[config.mk]
export PLATFORM = sky130hd
export DESIGN_NAME = alu_param_core
export DESIGN_NICKNAME = d
export VERILOG_FILES = /design/src/rtl/alu_pkg.sv /design/src/rtl/alu_resp_fifo.sv /design/src/rtl/alu_param_core.sv
export SDC_FILE = /design/constraint.sdc
export NUM_CORES = 1
export LEC_CHECK = 0
export CORE_MARGIN = 1
export CORE_UTILIZATION = 30
export CTS_BUF_LIST = sky130_fd_sc_hd__clkbuf_8
export DETAILED_ROUTE_END_ITERATION = 7
export HOLD_SLACK_MARGIN = 0.05
export PLACE_DENSITY_LB_ADDON = 0.15
export SETUP_SLACK_MARGIN = 0.5
export SLEW_MARGIN = 40
export SYNTH_ARGS = -nofsm -noshare
export SYNTH_HDL_FRONTEND = slang
export SYNTH_SLANG_ARGS = --single-unit
[constraint.sdc]
create_clock -name clk -period 6.3 [get_ports clk]
set_clock_uncertainty 0.1 [all_clocks]
set_input_delay 0.63 -clock clk [delete_from_list [all_inputs] [get_ports clk]]
set_output_delay 0.63 -clock clk [all_outputs]
set_load 0.03 [all_outputs]
[src/rtl/alu_pkg.sv]
// -----------------------------------------------------------------------------
// alu_pkg
// Shared definitions for the parametrised ALU core:
//   alu_op_e      3-bit opcode carried on req_op
//   exec_state_e  execute FSM state
//   LAT_*_DEF     default latencies (accept edge to FIFO push edge)
//   lat_of()      latency selected by opcode
// -----------------------------------------------------------------------------
package alu_pkg;

    typedef enum logic [2:0] {
        ADD = 3'd0,
        SUB = 3'd1,
        MUL = 3'd2,
        AND = 3'd3,
        XOR = 3'd4,
        SLL = 3'd5,
        SRL = 3'd6,
        DIV = 3'd7
    } alu_op_e;

    typedef enum logic {
        S_IDLE = 1'b0,
        S_EXEC = 1'b1
    } exec_state_e;

    localparam int LAT_SIMPLE_DEF = 2;
    localparam int LAT_MUL_DEF    = 4;
    localparam int LAT_DIV_DEF    = 8;

    // Latency of an opcode. Callers with overridden latencies pass them in;
    // the defaults match the package localparams.
    function automatic int lat_of(input alu_op_e op,
                                  input int lat_simple = LAT_SIMPLE_DEF,
                                  input int lat_mul    = LAT_MUL_DEF,
                                  input int lat_div    = LAT_DIV_DEF);
        case (op)
            MUL:     return lat_mul;
            DIV:     return lat_div;
            default: return lat_simple;
        endcase
    endfunction

endpackage

[src/rtl/alu_resp_fifo.sv]
// -----------------------------------------------------------------------------
// alu_resp_fifo
// Synchronous in-order FIFO holding one response word per entry.
//   clk, rst_n      clock / async active-low reset (clears pointers and count)
//   push, wdata     write request and data (ignored when full)
//   pop             read request (ignored when empty)
//   rdata           word at the head, mem[rptr]
//   full, empty     occupancy flags
//   count           occupancy, 0..DEPTH
// DEPTH must be a power of 2 so the pointers wrap by plain overflow.
// -----------------------------------------------------------------------------
module alu_resp_fifo #(
    parameter  int WIDTH = 8,
    parameter  int DEPTH = 4,
    localparam int AW    = $clog2(DEPTH),
    localparam int CW    = AW + 1
) (
    input  logic             clk,
    input  logic             rst_n,
    input  logic             push,
    input  logic [WIDTH-1:0] wdata,
    input  logic             pop,
    output logic [WIDTH-1:0] rdata,
    output logic             full,
    output logic             empty,
    output logic [CW-1:0]    count
);

    logic [WIDTH-1:0] mem [DEPTH];
    logic [AW-1:0]    wptr;
    logic [AW-1:0]    rptr;
    logic [CW-1:0]    cnt;
    logic             do_push;
    logic             do_pop;

    assign full    = (cnt == CW'(DEPTH));
    assign empty   = (cnt == '0);
    assign do_push = push && !full;
    assign do_pop  = pop && !empty;
    assign rdata   = mem[rptr];
    assign count   = cnt;

    always_ff @(posedge clk or negedge rst_n) begin
        if (!rst_n) begin
            wptr <= '0;
            rptr <= '0;
            cnt  <= '0;
        end else begin
            if (do_push) wptr <= wptr + 1'b1;
            if (do_pop)  rptr <= rptr + 1'b1;
            // Simultaneous push and pop leaves the occupancy unchanged.
            case ({do_push, do_pop})
                2'b10:   cnt <= cnt + 1'b1;
                2'b01:   cnt <= cnt - 1'b1;
                default: cnt <= cnt;
            endcase
        end
    end

    // Storage carries no reset; contents are only visible through a valid head.
    always_ff @(posedge clk) begin
        if (do_push) mem[wptr] <= wdata;
    end

endmodule

[src/rtl/alu_param_core.sv]
// -----------------------------------------------------------------------------
// alu_param_core
// Parametrised ALU execution core with an in-order response FIFO.
//   clk, rst_n                  clock / async active-low reset
//   req_valid/req_ready         request handshake (ready is combinational)
//   req_op, req_op1, req_op2    opcode (alu_op_e) and unsigned operands
//   req_id                      tag echoed on the response
//   resp_valid/resp_ready       response handshake, pop on valid && ready
//   resp_result, resp_id        FIFO head payload
//   resp_err                    head flagged as divide-by-zero
//   resp_count                  FIFO occupancy
// The result is computed on the accept edge and held while a down-counter
// models the operation latency. A request is only accepted when the FIFO has
// a free slot and nothing is in flight, so that slot stays reserved (only
// pops can change the count meanwhile) and the push can never be refused.
// -----------------------------------------------------------------------------
module alu_param_core
    import alu_pkg::*;
#(
    parameter  int DATA_W     = 8,
    parameter  int FIFO_DEPTH = 4,
    parameter  int ID_W       = 4,
    parameter  int LAT_SIMPLE = LAT_SIMPLE_DEF,
    parameter  int LAT_MUL    = LAT_MUL_DEF,
    parameter  int LAT_DIV    = LAT_DIV_DEF,
    localparam int RES_W      = 2 * DATA_W,
    localparam int CW         = $clog2(FIFO_DEPTH) + 1
) (
    input  logic              clk,
    input  logic              rst_n,
    input  logic              req_valid,
    output logic              req_ready,
    input  logic [2:0]        req_op,
    input  logic [DATA_W-1:0] req_op1,
    input  logic [DATA_W-1:0] req_op2,
    input  logic [ID_W-1:0]   req_id,
    output logic              resp_valid,
    input  logic              resp_ready,
    output logic [RES_W-1:0]  resp_result,
    output logic [ID_W-1:0]   resp_id,
    output logic              resp_err,
    output logic [CW-1:0]     resp_count
);

    localparam int SH_W    = $clog2(DATA_W);
    localparam int MAX_LAT = (LAT_SIMPLE > LAT_MUL)
                           ? ((LAT_SIMPLE > LAT_DIV) ? LAT_SIMPLE : LAT_DIV)
                           : ((LAT_MUL > LAT_DIV) ? LAT_MUL : LAT_DIV);
    localparam int CNT_W   = $clog2(MAX_LAT) + 1;

    typedef struct packed {
        logic             err;
        logic [ID_W-1:0]  id;
        logic [RES_W-1:0] result;
    } resp_t;

    localparam int PAY_W = $bits(resp_t);

    // ------------------------------------------------------------------
    // Combinational result datapath, evaluated on the request operands
    // ------------------------------------------------------------------
    alu_op_e           op;
    logic [RES_W-1:0]  op1_x;
    logic [RES_W-1:0]  op2_x;
    logic [SH_W-1:0]   sh;
    logic [DATA_W-1:0] sll_v;
    logic [RES_W-1:0]  alu_res;
    logic              alu_err;

    assign op    = alu_op_e'(req_op);
    assign op1_x = RES_W'(req_op1);
    assign op2_x = RES_W'(req_op2);
    assign sh    = req_op2[SH_W-1:0];

    always_comb begin
        alu_res = '0;
        alu_err = 1'b0;
        sll_v   = '0;
        case (op)
            ADD: alu_res = op1_x + op2_x;   // carry lands in bit DATA_W
            SUB: alu_res = op1_x - op2_x;   // wraps modulo 2^RES_W
            MUL: alu_res = op1_x * op2_x;
            AND: alu_res = op1_x & op2_x;
            XOR: alu_res = op1_x ^ op2_x;
            SLL: begin
                // Shift in operand width so bits pushed past DATA_W are dropped.
                sll_v   = req_op1 << sh;
                alu_res = RES_W'(sll_v);
            end
            SRL: alu_res = RES_W'(req_op1 >> sh);
            DIV: begin
                if (req_op2 == '0) begin
                    alu_res = '1;
                    alu_err = 1'b1;
                end else begin
                    alu_res = RES_W'(req_op1 / req_op2);
                end
            end
            default: alu_res = '0;
        endcase
    end

    // ------------------------------------------------------------------
    // Execute FSM: state register / next-state / outputs
    // ------------------------------------------------------------------
    exec_state_e      state;
    exec_state_e      state_nxt;
    logic [CNT_W-1:0] cnt;
    logic [CNT_W-1:0] cnt_load;
    resp_t            pay_q;
    logic             busy;
    logic             push;
    logic             accept;
    logic             fifo_full;
    logic             fifo_empty;
    logic             pop;
    logic [PAY_W-1:0] fifo_rdata;
    resp_t            head;

    // Counter is loaded with LAT-1 so the push lands on edge accept+LAT.
    assign cnt_load = CNT_W'(lat_of(op, LAT_SIMPLE, LAT_MUL, LAT_DIV) - 1);
    assign accept   = req_valid && req_ready;

    always_ff @(posedge clk or negedge rst_n) begin
        if (!rst_n) begin
            state <= S_IDLE;
            cnt   <= '0;
            pay_q <= '0;
        end else begin
            state <= state_nxt;
            if (accept) begin
                cnt          <= cnt_load;
                pay_q.err    <= alu_err;
                pay_q.id     <= req_id;
                pay_q.result <= alu_res;
            end else if (state == S_EXEC && cnt != '0) begin
                cnt <= cnt - 1'b1;
            end
        end
    end

    always_comb begin
        state_nxt = state;
        case (state)
            S_IDLE:  if (accept)     state_nxt = S_EXEC;
            S_EXEC:  if (cnt == '0)  state_nxt = S_IDLE;
            default: state_nxt = S_IDLE;
        endcase
    end

    always_comb begin
        busy = (state == S_EXEC);
        push = (state == S_EXEC) && (cnt == '0);
    end

    // A free slot at accept time is still free at push time, since only
    // pops can move the count while busy.
    assign req_ready = !busy && !fifo_full;

    // ------------------------------------------------------------------
    // Response FIFO
    // ------------------------------------------------------------------
    assign pop = resp_valid && resp_ready;

    alu_resp_fifo #(
        .WIDTH (PAY_W),
        .DEPTH (FIFO_DEPTH)
    ) u_fifo (
        .clk   (clk),
        .rst_n (rst_n),
        .push  (push),
        .wdata (pay_q),
        .pop   (pop),
        .rdata (fifo_rdata),
        .full  (fifo_full),
        .empty (fifo_empty),
        .count (resp_count)
    );

    assign head        = resp_t'(fifo_rdata);
    assign resp_valid  = !fifo_empty;
    assign resp_result = head.result;
    assign resp_id     = head.id;
    assign resp_err    = head.err;

endmodule
# After elaboration in Yosys (flattened, before gate mapping)
# Memories as Yosys holds them, arrays and structs flattened.
# Index checks and enable logic that the tools add are counted.
# W data, S select, Z words.
# totals
input_bits	27
word_cells	64
ram_bits	84
reg_bits	33
out_inout_bits	26
mem_count	1
# classes
mul	1
n_bitwise	3
n_mux	13
shifts	2
n_addsub	8
div_mod_pow	1
eq_ne	10
n_reduce_logical	17
# memory_table
name	words	width	read_ports	rd_ports_with_merged_regs	wr	line_no	text
u_fifo.mem	4	21	1	0	1	alu_resp_fifo.sv:29	logic [WIDTH-1:0] mem [DEPTH];
# ops
cell	n
$pmux W16 S8	1
$div A8 B8 Y16	1
$mul A8 B8 Y16	1
$mux W16	1
$shr A8 B3 Y16	1
$eq A3 B3 Y1 const B	5
$add A8 B8 Y9	1
$sub A8 B8 Y9	1
$and A8 B8 Y8	1
$logic_not A8 Y1	1
$mux W4	2
$pmux W4 S2	1
$shl A8 B3 Y8	1
$xor A8 B8 Y8	1
$logic_and A1 B1 Y1	7
$eq A3 B2 Y1 const B	2
$logic_not A3 Y1	2
$mux W1	6
$pmux W3 S2	1
$add A2 B1 Y2 const B	2
$logic_not A4 Y1	1
$reduce_bool A2 Y1	2
$reduce_bool A4 Y1	1
$sub A4 B1 Y4 const B	1
other kinds (9)	11

# Depth between registers and ports, before layout
# Gate-level depths: netlist of run 1.
# logic_depth
ltp_word	6
ltp_mapped	144
ltp_nobuf	133

# Cells and area by module
# Synthesis of run 1 repeated with hierarchy kept, for this count alone.
# hier_totals
cells_unflattened	1496
area_unflattened_um2	13689.4
# modules_own_cells
module	n_inst	cells_per_inst	area_each_um2	seq_area_each_um2
alu_param_core	1	1349	10196.0	650.6
alu_resp_fifo	1	147	3493.4	2697.6

# Worst setup path before layout of run 1
# OpenSTA, ideal clock, no wires.
# synth_path
path_type	input-to-reg
startpoint	input req_op1[2]
endpoint	register pay_q[0] in the netlist's numbering
stages	130
arrival_time_ns	27.873
setup_time_ns	0.130
required_ns	6.070
slack_ns	-21.802
cell_sequence	buf_6 or4_4 or4_4 nor2_1 ha_1 nor3b_1 o2111ai_1 o31ai_4 ha_1 nor2_1 a211oi_1 and2_1 mux2_2 ha_1 or3_1 o22ai_1 nor2_1 o21a_1 [... 94 more ...] nand2b_1 a21oi_1 o21ai_0 a21o_1 a21o_1 or3_1 buf_4 mux2_4 ha_1 a21boi_0 o21ai_0 nand2b_1 a21oi_1 nor2b_1 o21ai_0 nand2b_1 a211oi_1 a31oi_1
# synth_between
elab_chain_cells	3
elab_cells_between_ends	5
cone_classes	div: 1; shift: 2; mux: 2
# synth_lines
element	line_no	text
from (decl)	alu_param_core.sv:34	input logic [DATA_W-1:0] req_op1,
$div A8 B8 Y16	alu_param_core.sv:96	alu_res = RES_W'(req_op1 / req_op2);
$mux W16	alu_param_core.sv:92	if (req_op2 == '0) begin
$pmux W16 S8 (*)	alu_param_core.sv:79	case (op)
to (decl)	alu_param_core.sv:110	resp_t pay_q;
# Every way passes the cells marked *; elsewhere a longest branch is shown, timed or not.
# A chain may end at the register's enable or synchronous reset.

# Worst setup path after layout of run 1
# Ends and elaborated chain as after synthesis.

==> results of run 1 <==
[flip-flops by register name (all words and copies together), names as in the netlist]
register      cells
busy              1
cnt               4
pay_q            21
u_fifo.count      3
u_fifo.mem       84
u_fifo.rptr       2
u_fifo.wptr       2
[repair_timing]
item	CTS	global route
hold buffers	1	0
gates cloned	1	0
endpoints found under the hold margin	22	0
gates resized for setup	196	104
endpoints found under the setup margin	16	16
setup buffers	154	35
pin swaps	114	93
[kinds of logic after synthesis]
group / count (synthesis) / synth area share, %
AOI/OAI and AO/OA: 413 / 21.3
xor gates and xnor gates: 70 / 4.49
adders and majority gates: 204 / 20.8
buffers and inverters: 158 / 4.51
DFF: 117 / 24.5
muxes: 75 / 8.38
other: 1 / 0.0274
and+or+nand+nor: 450 / 16.0
[metal layers]
layer	wire [um]	track usage (%)	vias up
met5	0	0	-
met3	1380	1.09	79
met4	1010	5.34	0
met2	24200	37.7	307
li1	-	-	6848
met1	22400	27.6	6812
[worst max-delay path: cells and delay by family]
kind / cells / cell delay (ns)
buffers and inverters: 52 / 6.44
AND/OR/NAND/NOR: 26 / 4.66
AO/OA/AOI/OAI: 50 / 8.52
adder cells (fa/ha/maj): 12 / 2.96
XOR/XNOR: 1 / 0.13
multiplexers: 6 / 1.90
[how the worst max path moves through the flow]
stage	cells past startpoint	startpoint	slack, ns	end
6_report	147	req_op1[2]	-18.80	pay_q[0]
5_1_grt	132	req_op1[2]	-19.79	pay_q[0]
3_5_place_dp	127	req_op1[0]	-20.55	pay_q[0]
3_3_place_gp	128	req_op1[0]	-20.16	pay_q[0]
4_1_cts	129	req_op1[2]	-18.36	pay_q[0]
2_1_floorplan	136	req_op1[2]	-19.52	pay_q[0]
[placed cells by master, fill, tap and decap left out, types with 10 or more instances in the layout]
cell,netlist,layout
nand3_1,21,16
buf_6,2,69
clkbuf_8,0,25
nand4_1,11,11
a211oi_1,16,10
nand2b_1,14,13
a21oi_4,0,12
nor2b_1,11,11
a21oi_1,93,56
o21a_1,46,42
and2_1,17,14
o211ai_1,10,10
nor3_1,45,39
xor2_1,23,23
nand2_1,110,105
buf_4,1,560
mux2i_1,17,15
inv_1,102,100
xnor2_1,47,47
ha_4,0,31
o21ai_1,1,10
mux4_2,26,26
o21ai_0,68,45
a31oi_1,13,13
nor2_2,0,14
fa_1,39,39
ha_1,163,130
clkdlybuf4s50_1,0,38
dfrtp_1,33,32
nor2_1,148,127
edfxtp_1,84,84
mux2_4,7,21
o21ai_2,1,12
a21oi_2,0,25
a21o_1,33,33
or3_1,23,15
o21bai_1,13,11
[stage by stage]
stage | cell area [um2] | utilization (%)
5_1_grt | 21600 | 48.5
3_3_place_gp | 18600 | 41.7
3_5_place_dp | 18600 | 41.7
6_report | 21600 | 48.5
2_1_floorplan | 14300 | -
4_1_cts | 20900 | 46.9
[power by group through the flow]
stage                     sequential [uW]  combinational (uW)  clock (uW)
final                                1180                9640         639
after CTS                            1190                8930         661
after global placement               1190                6550           0
after global routing                 1210               10400         691
after floorplan                      1150                4070           0
after detailed placement             1200                6600           0
[layout make-up]
class | count | area (um2)
clock inverters | 8 | 33.8
repair buffers | 685 | 5580
flip-flops and latches | 117 | 3350
well taps | 592 | 741
inverters | 103 | 389
fillers | 4147 | 23000
clock buffers | 25 | 344
multi-input cells | 1220 | 11200
==> impl_results.md, run 1 <==
- Post-route DRC: 0
- Combinational Power Share: 84.1%
- Largest stage delay, worst path: 0.56 ns
- Synth unique cells: 98
- 1st-pass router iterations: 5
- WL/cell: 17.8 um
- Total gr overflow: 0
- Final setup TNS: -107.34 ns
- Share of layout cells above drive strength 1: 44.0%
- Sequential power share: 10.3%
- Area delta synth->final: 58.3%
- Worst Setup End Kind: register
- CP Data Required Time: 6.52 ns
- Post-synth EDFFs: 84
- Flop-to-flop setup slack: 3.65 ns
- Pleak: 0.00980 uW
- F_max: 0.0398 GHz
- Yosys reg bits: 117
- Top-count cell post-synth: ha_1
- Worst-path clk slew: 0.06 ns
- WHS: 0.413 ns
- Worst VDD drop: 0.916 mV
- Syn avg cell area: 9.19 um2
- Critical path arrival: 25.32 ns
- Final hold vios: 0
- ANT nets after route: 0
- RR Endpoint: u_fifo.count[1]
- Vias in the first global route: 14600
- Avg Vias per Cell: 5.11
- Dpl hpwl: 35.8 mm
- H-tree levels: 4
- Core Area: 44600 um2
- Synth cell count leaders: ha_1, nor2_1, nand2_1, inv_1, a21oi_1
- Async set-reset flop share out of synthesis: 28.2%
- Clock latency on the worst-skew pair: 0.46 ns
- Vias: 14000
- P_int: 6990 uW
- GRT Total Usage: 21.0%
- RSZ-0062 raised after global routing: true
- WHS Path Cells: 0
- Root Driver: clkbuf_8
- Final WL: 49.0 mm
- Die height: 215 um
- YS warnings: 0
- Violated checks: setup timing
- Post-route setup slack: -18.80 ns
- CTS tree: yes
- Most used DFF post-synth: edfxtp_1
- Net Switching: 4480 uW
- Ratio of final minimum period to clock period: 398%
- Nets: 2381
- Die area: 46400 um2
- Worst Tran Pin Value: 0.912 ns
- Hold Path End: u_fifo.mem[1][7]
- Slew headroom: 39.2%
- Initial antenna violation count: 0
- Dpl cells: 2526
- GP Congestion: 0.942
- Port bufs: 52
- Max clock buf depth: 3
- Die W: 215 um
- Top cell type by total area after synthesis: edfxtp_1
- Synthesized instance count: 1488
- Hold Startpoint: pay_q[7]
- Place WS: -20.55 ns
- Cell Pwr Density: 530 nW/um2
- Crit-path max FO: 6
- Worst Setup Path Type: in2reg
- Mapped cell area: 13700 um2
- Clock share of power: 5.6%
- Crit path top cell by count: buf_4
- R2r worst-path depth: 10
- Global-route wire length before repair: 77.9 mm
- Slowest stage cell, crit path: or4_4
- Hold Path Class: reg2reg
- Power, Total: 11500 uW
- Diode count: 0
- Finish-stage setup viols: 11
- Post-synthesis sequential area ratio: 24.5%
- Clk sinks: 117
- Largest net degree at the start of global routing: 34
- Outcome: complete, but fails checks
- Placement Rows: 77
- Top Ports: 53
- Share of the synthesized area in the top cell type: 18.5%
- Reg-to-Reg Start: cnt[0]
- Detailed Route Iter0 Violations: 773
- Sw Share: 39.0%
- CTS Buf Count: 25
- Initial Util: 30.6%
- CP Launch Type: input port
- Final Slew Violations: 0
- Top post-synthesis cells by area: edfxtp_1, ha_1, dfrtp_1
- Maxcap violations: 0
- Final std cells w/o fill: 2750
- Crit path time final: 25.10 ns
(Power assumes the default switching activity.)
==> inputs of run 2 (changes only) <==
--- a/config.mk
+++ b/config.mk
@@ -6,7 +6,7 @@
 export NUM_CORES = 1
 export LEC_CHECK = 0
 export CORE_MARGIN = 1
-export CORE_UTILIZATION = 30
+export CORE_UTILIZATION = 25
 export CTS_BUF_LIST = sky130_fd_sc_hd__clkbuf_8
 export DETAILED_ROUTE_END_ITERATION = 7
 export HOLD_SLACK_MARGIN = 0.05
==> impl_results.md, run 2 (same netlist as run 1, synthesis figures left out) <==
- Largest net degree at the start of global routing: 34 (unchanged)
- H-tree levels: 4 (unchanged)
- Top reg by flops: u_fifo.mem
- Worst-path clk slew: 0.07 ns (about the same)
- Commonest non-fill, non-tap cell in the layout: buf_4
- Clk sinks: 117 (unchanged)
- Die area: 55600 um2 (+20%)
- Final WL: 48.8 mm (-0.47%)
- Slowest stage cell, crit path: or4_4
- Largest register FFs: 84 (unchanged)
- Pleak: 0.00929 uW (-5.2%)
- CTS Buf Count: 17 (-32%)
- Root Driver: clkbuf_8
- Dpl hpwl: 37.6 mm (+5.2%)
- CP Launch Type: input port
- Commonest cells after routing, fill and taps aside: buf_4, ha_1, nor2_1
- Detailed Route Iter0 Violations: 637 (-18%)
- Nets: 2284 (-4.1%)
- Initial antenna violation count: 0 (unchanged)
- Critical path arrival: 25.03 ns (-0.29 ns)
- Avg Vias per Cell: 4.88 (-4.5%)
- Number of buffers and inverters on the critical path: 23 (-56%)
- Max clock buf depth: 2 (-1)
- 1st-pass router iterations: 5 (unchanged)
- Slew headroom: 50.4% (+11 points)
- Top Ports: 53 (unchanged)
- GP Congestion: 0.856 (-9.0%)
- CTS tree: yes
- Hold Path Class: in2async
- Vias: 13500 (-4.1%)
- CP delay by family, top: compound AO/OA/AOI/OAI gates
- Final hold vios: 0 (unchanged)
- F_max: 0.0403 GHz (+1.1%)
- Worst Setup Path Type: in2reg
- CP Data Required Time: 6.50 ns (-0.02 ns)
- Crit-path max FO: 8 (+2)
- Vias in the first global route: 13800 (-5.4%)
- Share of layout cells above drive strength 1: 40.4% (-3.7 points)
- Cell Pwr Density: 457 nW/um2 (-14%)
- Worst Setup End Kind: register
- Core Area: 53900 um2 (+21%)
- Biggest regs: u_fifo.mem: 84 flops, pay_q: 21 flops, cnt: 4 flops
- Cts-stage hold buffer count: 0 (-1)
- Port bufs: 52 (unchanged)
- WL/cell: 17.7 um (-0.91%)
- WHS: 0.0652 ns (-0.348 ns)
- Placement Rows: 85 (+10%)
- Ratio of final minimum period to clock period: 394% (-4.3 points)
- Largest stage delay, worst path: 0.56 ns (about the same)
- ANT nets after route: 0 (unchanged)
- Area delta synth->final: 52.2%
- Post-route DRC: 0 (unchanged)
- Die W: 236 um (+9.5%)
- Violated checks: setup timing
- Worst VDD drop: 0.531 mV (-42%)
- Finish-stage setup viols: 12 (+1)
- Crit path top cell by count: buf_4
- RSZ-0062 raised after global routing: true
- Final Util: 38.6% (-9.9 points)
- GRT Total Usage: 17.4% (-3.7 points)
- Global-route wire length before repair: 76.8 mm (-1.4%)
- Total gr overflow: 0 (unchanged)
- Initial Util: 25.3% (-5.3 points)
- Die height: 236 um (+9.5%)
- Crit path time final: 24.83 ns (-0.274 ns)
- Clock latency on the worst-skew pair: 0.42 ns (-0.04 ns)
- Final setup TNS: -107.19 ns (+0.154 ns)
- Post-route setup slack: -18.53 ns (+0.274 ns)
- Outcome: complete, but fails checks
- Worst Tran Pin Value: 0.743 ns (-0.169 ns)
- Final Slew Violations: 0 (unchanged)
- Maxcap violations: 0 (unchanged)
- Diode count: 0 (unchanged)
==> run 2: worst reg2reg max path: stages, from the launching register on <==
cell	delay (ns)
dfrtp_1	0.39
inv_1	0.10
ha_1	0.16
nor3b_1	0.30
nand2_1	0.10
a21oi_1	0.42
and2_1	0.45
buf_4	0.33
==> run 2: repair_timing <==
action                     CTS  global route
resized for setup          175            56
setup endpoints to repair   16            16
setup buffers               87            22
pin swaps                   89            54
==> run 2: per-stage QoR <==
stage / power [uW] / cells / worst slack (ns) / instance area, um2
5_1_grt: 10300 / 2762 / -19.61 / 20800
3_3_place_gp: 7800 / 2623 / -20.26 / 18700
4_1_cts: 9260 / 2740 / -18.38 / 20400
6_report: 9500 / 2762 / -18.53 / 20800
2_1_floorplan: 5230 / 1495 / -19.52 / 14300
3_5_place_dp: 7800 / 2623 / -20.58 / 18700
==> run 2: final cells by class <==
cell class	instances	area, um2
clock buffers	17	234
multi-input cells	1220	11100
flip-flops and latches	117	3350
fillers	5395	33100
clock inverters	13	78.8
well taps	696	871
repair buffers	596	4810
inverters	103	387
==> run 2: where the power goes <==
part           internal (uW)  switching, uW
logic                   4270           3490
clock network            291            268
registers               1040            148
==> run 2: final timing paths <==
kind / startpoint / end / cells past startpoint / slack, ns
worst min register to register: pay_q[14] / u_fifo.mem[2][14] / 0 / 0.42
max in group asynchronous: rst_n / u_fifo.rptr[1] / 1 / 5.67
worst min-delay path: rst_n / u_fifo.count[0] / 1 / 0.07
worst max-delay path: req_op1[3] / pay_q[0] / 128 / -18.53
worst max register to register: cnt[0] / u_fifo.mem[2][4] / 7 / 3.63
min in group clk: pay_q[14] / u_fifo.mem[2][14] / 0 / 0.42
==> run 2: metal layers <==
metal  GRT usage, %  vias to the layer above  part of all wire, %
met4           3.27                        0                  1.5
met3           1.30                       42                  2.3
met2           30.9                      220                   49
met5              0                        -                    0
li1               -                     6667                    -
met1           23.0                     6547                   47
==> inputs of run 3 (changes only) <==
--- a/config.mk
+++ b/config.mk
@@ -6,7 +6,7 @@
 export NUM_CORES = 1
 export LEC_CHECK = 0
 export CORE_MARGIN = 1
-export CORE_UTILIZATION = 25
+export CORE_UTILIZATION = 42
 export CTS_BUF_LIST = sky130_fd_sc_hd__clkbuf_8
 export DETAILED_ROUTE_END_ITERATION = 7
 export HOLD_SLACK_MARGIN = 0.05
==> impl_results.md, run 3 (same netlist as run 1, synthesis figures left out) <==
- WL/cell: 18.8 um (+6.7%)
- Post-route DRC: 0 (unchanged)
- Ratio of final minimum period to clock period: 402% (+8.1 points)
- Post-route setup slack: -19.04 ns (-0.512 ns)
- Dpl hpwl: 33.9 mm (-10%)
- Nets: 2347 (+2.8%)
- Die area: 33300 um2 (-40%)
- Vias in the first global route: 14800 (+7.2%)
- Dpl cells: 2335 (-11%)
- WHS: 0.405 ns (+0.340 ns)
- Slowest stage cell, crit path: or4_4
- CTS tree: yes
- H-tree levels: 4 (unchanged)
- Largest stage delay, worst path: 0.51 ns (-0.05 ns)
- Commonest non-fill, non-tap cell in the layout: buf_4
- Worst Tran Pin Value: 0.821 ns (+0.0783 ns)
- Flop-to-flop setup slack: 3.71 ns (+0.08 ns)
- Top Ports: 53 (unchanged)
- Avg Vias per Cell: 5.59 (+15%)
- F_max: 0.0395 GHz (-2.0%)
- Biggest regs: u_fifo.mem: 84 flops, pay_q: 21 flops, cnt: 4 flops
- Max clock buf depth: 3 (+1)
- Global-route wire length before repair: 76.2 mm (-0.76%)
- Worst Setup End Kind: register
- Die W: 182 um (-23%)
- Outcome: complete, but fails checks
- Area delta synth->final: 53.8%
- Maxcap violations: 0 (unchanged)
- Final std cells w/o fill: 2559 (-7.3%)
- Diode count: 0 (unchanged)
- Final hold vios: 0 (unchanged)
- Top reg by flops: u_fifo.mem
- CTS Buf Count: 25 (+8)
- Port bufs: 52 (unchanged)
- Largest register FFs: 84 (unchanged)
- Clk sinks: 117 (unchanged)
- Design Area, Final: 21000 um2 (+1.1%)
- Final setup TNS: -109.94 ns (-2.75 ns)
- Share of layout cells above drive strength 1: 42.5% (+2.1 points)
- Crit path time final: 25.34 ns (+0.512 ns)
- 1st-pass router iterations: 5 (unchanged)
- Commonest cells after routing, fill and taps aside: buf_4, ha_1, nor2_1
- Core Area: 31800 um2 (-41%)
- Clock latency on the worst-skew pair: 0.46 ns (+0.04 ns)
- GP Congestion: 0.961 (+12%)
- Final WL: 48.2 mm (-1.2%)
- Placement Rows: 65 (-24%)
- CP Launch Type: input port
- Hold Path Class: reg2reg
- Worst-path clk slew: 0.06 ns (about the same)
- Worst Setup Path Type: in2reg
- Root Driver: clkbuf_8
- Die height: 182 um (-23%)
- RSZ-0062 raised after global routing: true
- DP Area: 18100 um2 (-2.9%)
- Finish-stage setup viols: 11 (-1)
- GRT Total Usage: 28.8% (+11 points)
- Slew headroom: 45.2% (-5.3 points)
- Total gr overflow: 0 (unchanged)
- Violated checks: setup timing
- Crit-path max FO: 8 (unchanged)
- Final Slew Violations: 0 (unchanged)
- Worst VDD drop: 0.804 mV (+51%)
- Initial antenna violation count: 0 (unchanged)
- Largest net degree at the start of global routing: 34 (unchanged)
- Pleak: 0.00958 uW (+3.1%)
- Cell Pwr Density: 539 nW/um2 (+18%)
- CP Data Required Time: 6.53 ns (+0.03 ns)
- Vias: 14300 (+6.1%)
- Crit path top cell by count: buf_4
- Critical path arrival: 25.57 ns (+0.54 ns)
- Initial Util: 43.0% (+18 points)
- ANT nets after route: 0 (unchanged)
- Detailed Route Iter0 Violations: 944 (+48%)
[run 3: routing by layer]
metal | GRT usage (%) | vias up | routed length (um)
met4 | 13.3 | 0 | 2210
met1 | 35.6 | 6873 | 20300
met3 | 2.99 | 136 | 2420
met2 | 50.5 | 492 | 23300
met5 | 0 | - | 0
li1 | - | 6799 | -
[run 3: path summary, 6_finish.rpt]
kind | from | end | cells after the start
max | req_op1[4] | pay_q[1] | 154
min | pay_q[6] | u_fifo.mem[3][6] | 0
max reg2reg | cnt[0] | u_fifo.count[2] | 12
min reg2reg | pay_q[6] | u_fifo.mem[3][6] | 0
max in group asynchronous | rst_n | pay_q[5] | 2
min in group asynchronous | rst_n | u_fifo.rptr[0] | 2
[run 3: critical path: cells and delay by family]
family / cells / cell delay (ns)
xor+xnor: 1 / 0.17
fa+ha+maj: 11 / 2.49
compound gates: 34 / 6.25
simple gates: 24 / 5.00
mux: 5 / 1.59
buf+inv: 79 / 9.37
[run 3: report_power, final]
part	total [uW]	internal [uW]	leakage, uW	switching [uW]
Sequential	1190	1040	0.00117	149
Clock	652	370	0.000219	283
Combinational	9480	5350	0.00819	4130
[run 3: stage by stage]
step           total power, uW  util, %  setup slack, ns
2_1_floorplan             5230        -           -19.52
3_3_place_gp              7590     57.0           -19.64
3_5_place_dp              7710     57.0           -20.37
4_1_cts                  10700     64.4           -18.40
5_1_grt                  12100     66.1           -20.00
6_report                 11300     66.1           -19.04
[run 3: area by class of cell]
class	instances	area (um2)
Clock inverter	7	27.5
Sequential cell	117	3350
Inverter	103	387
Multi-Input combinational cell	1220	11100
Fill cell	2487	10800
Clock buffer	26	358
Tap cell	435	544
Timing Repair Buffer	651	5290
[run 3: timing repair]
item / CTS / global route
setup buffers: 158 / 31
gates cloned: 1 / 0
hold buffers: 0 / 1
endpoints found under the setup margin: 16 / 16
gates resized for setup: 187 / 63
endpoints found under the hold margin: 0 / 7
pin swaps: 111 / 32
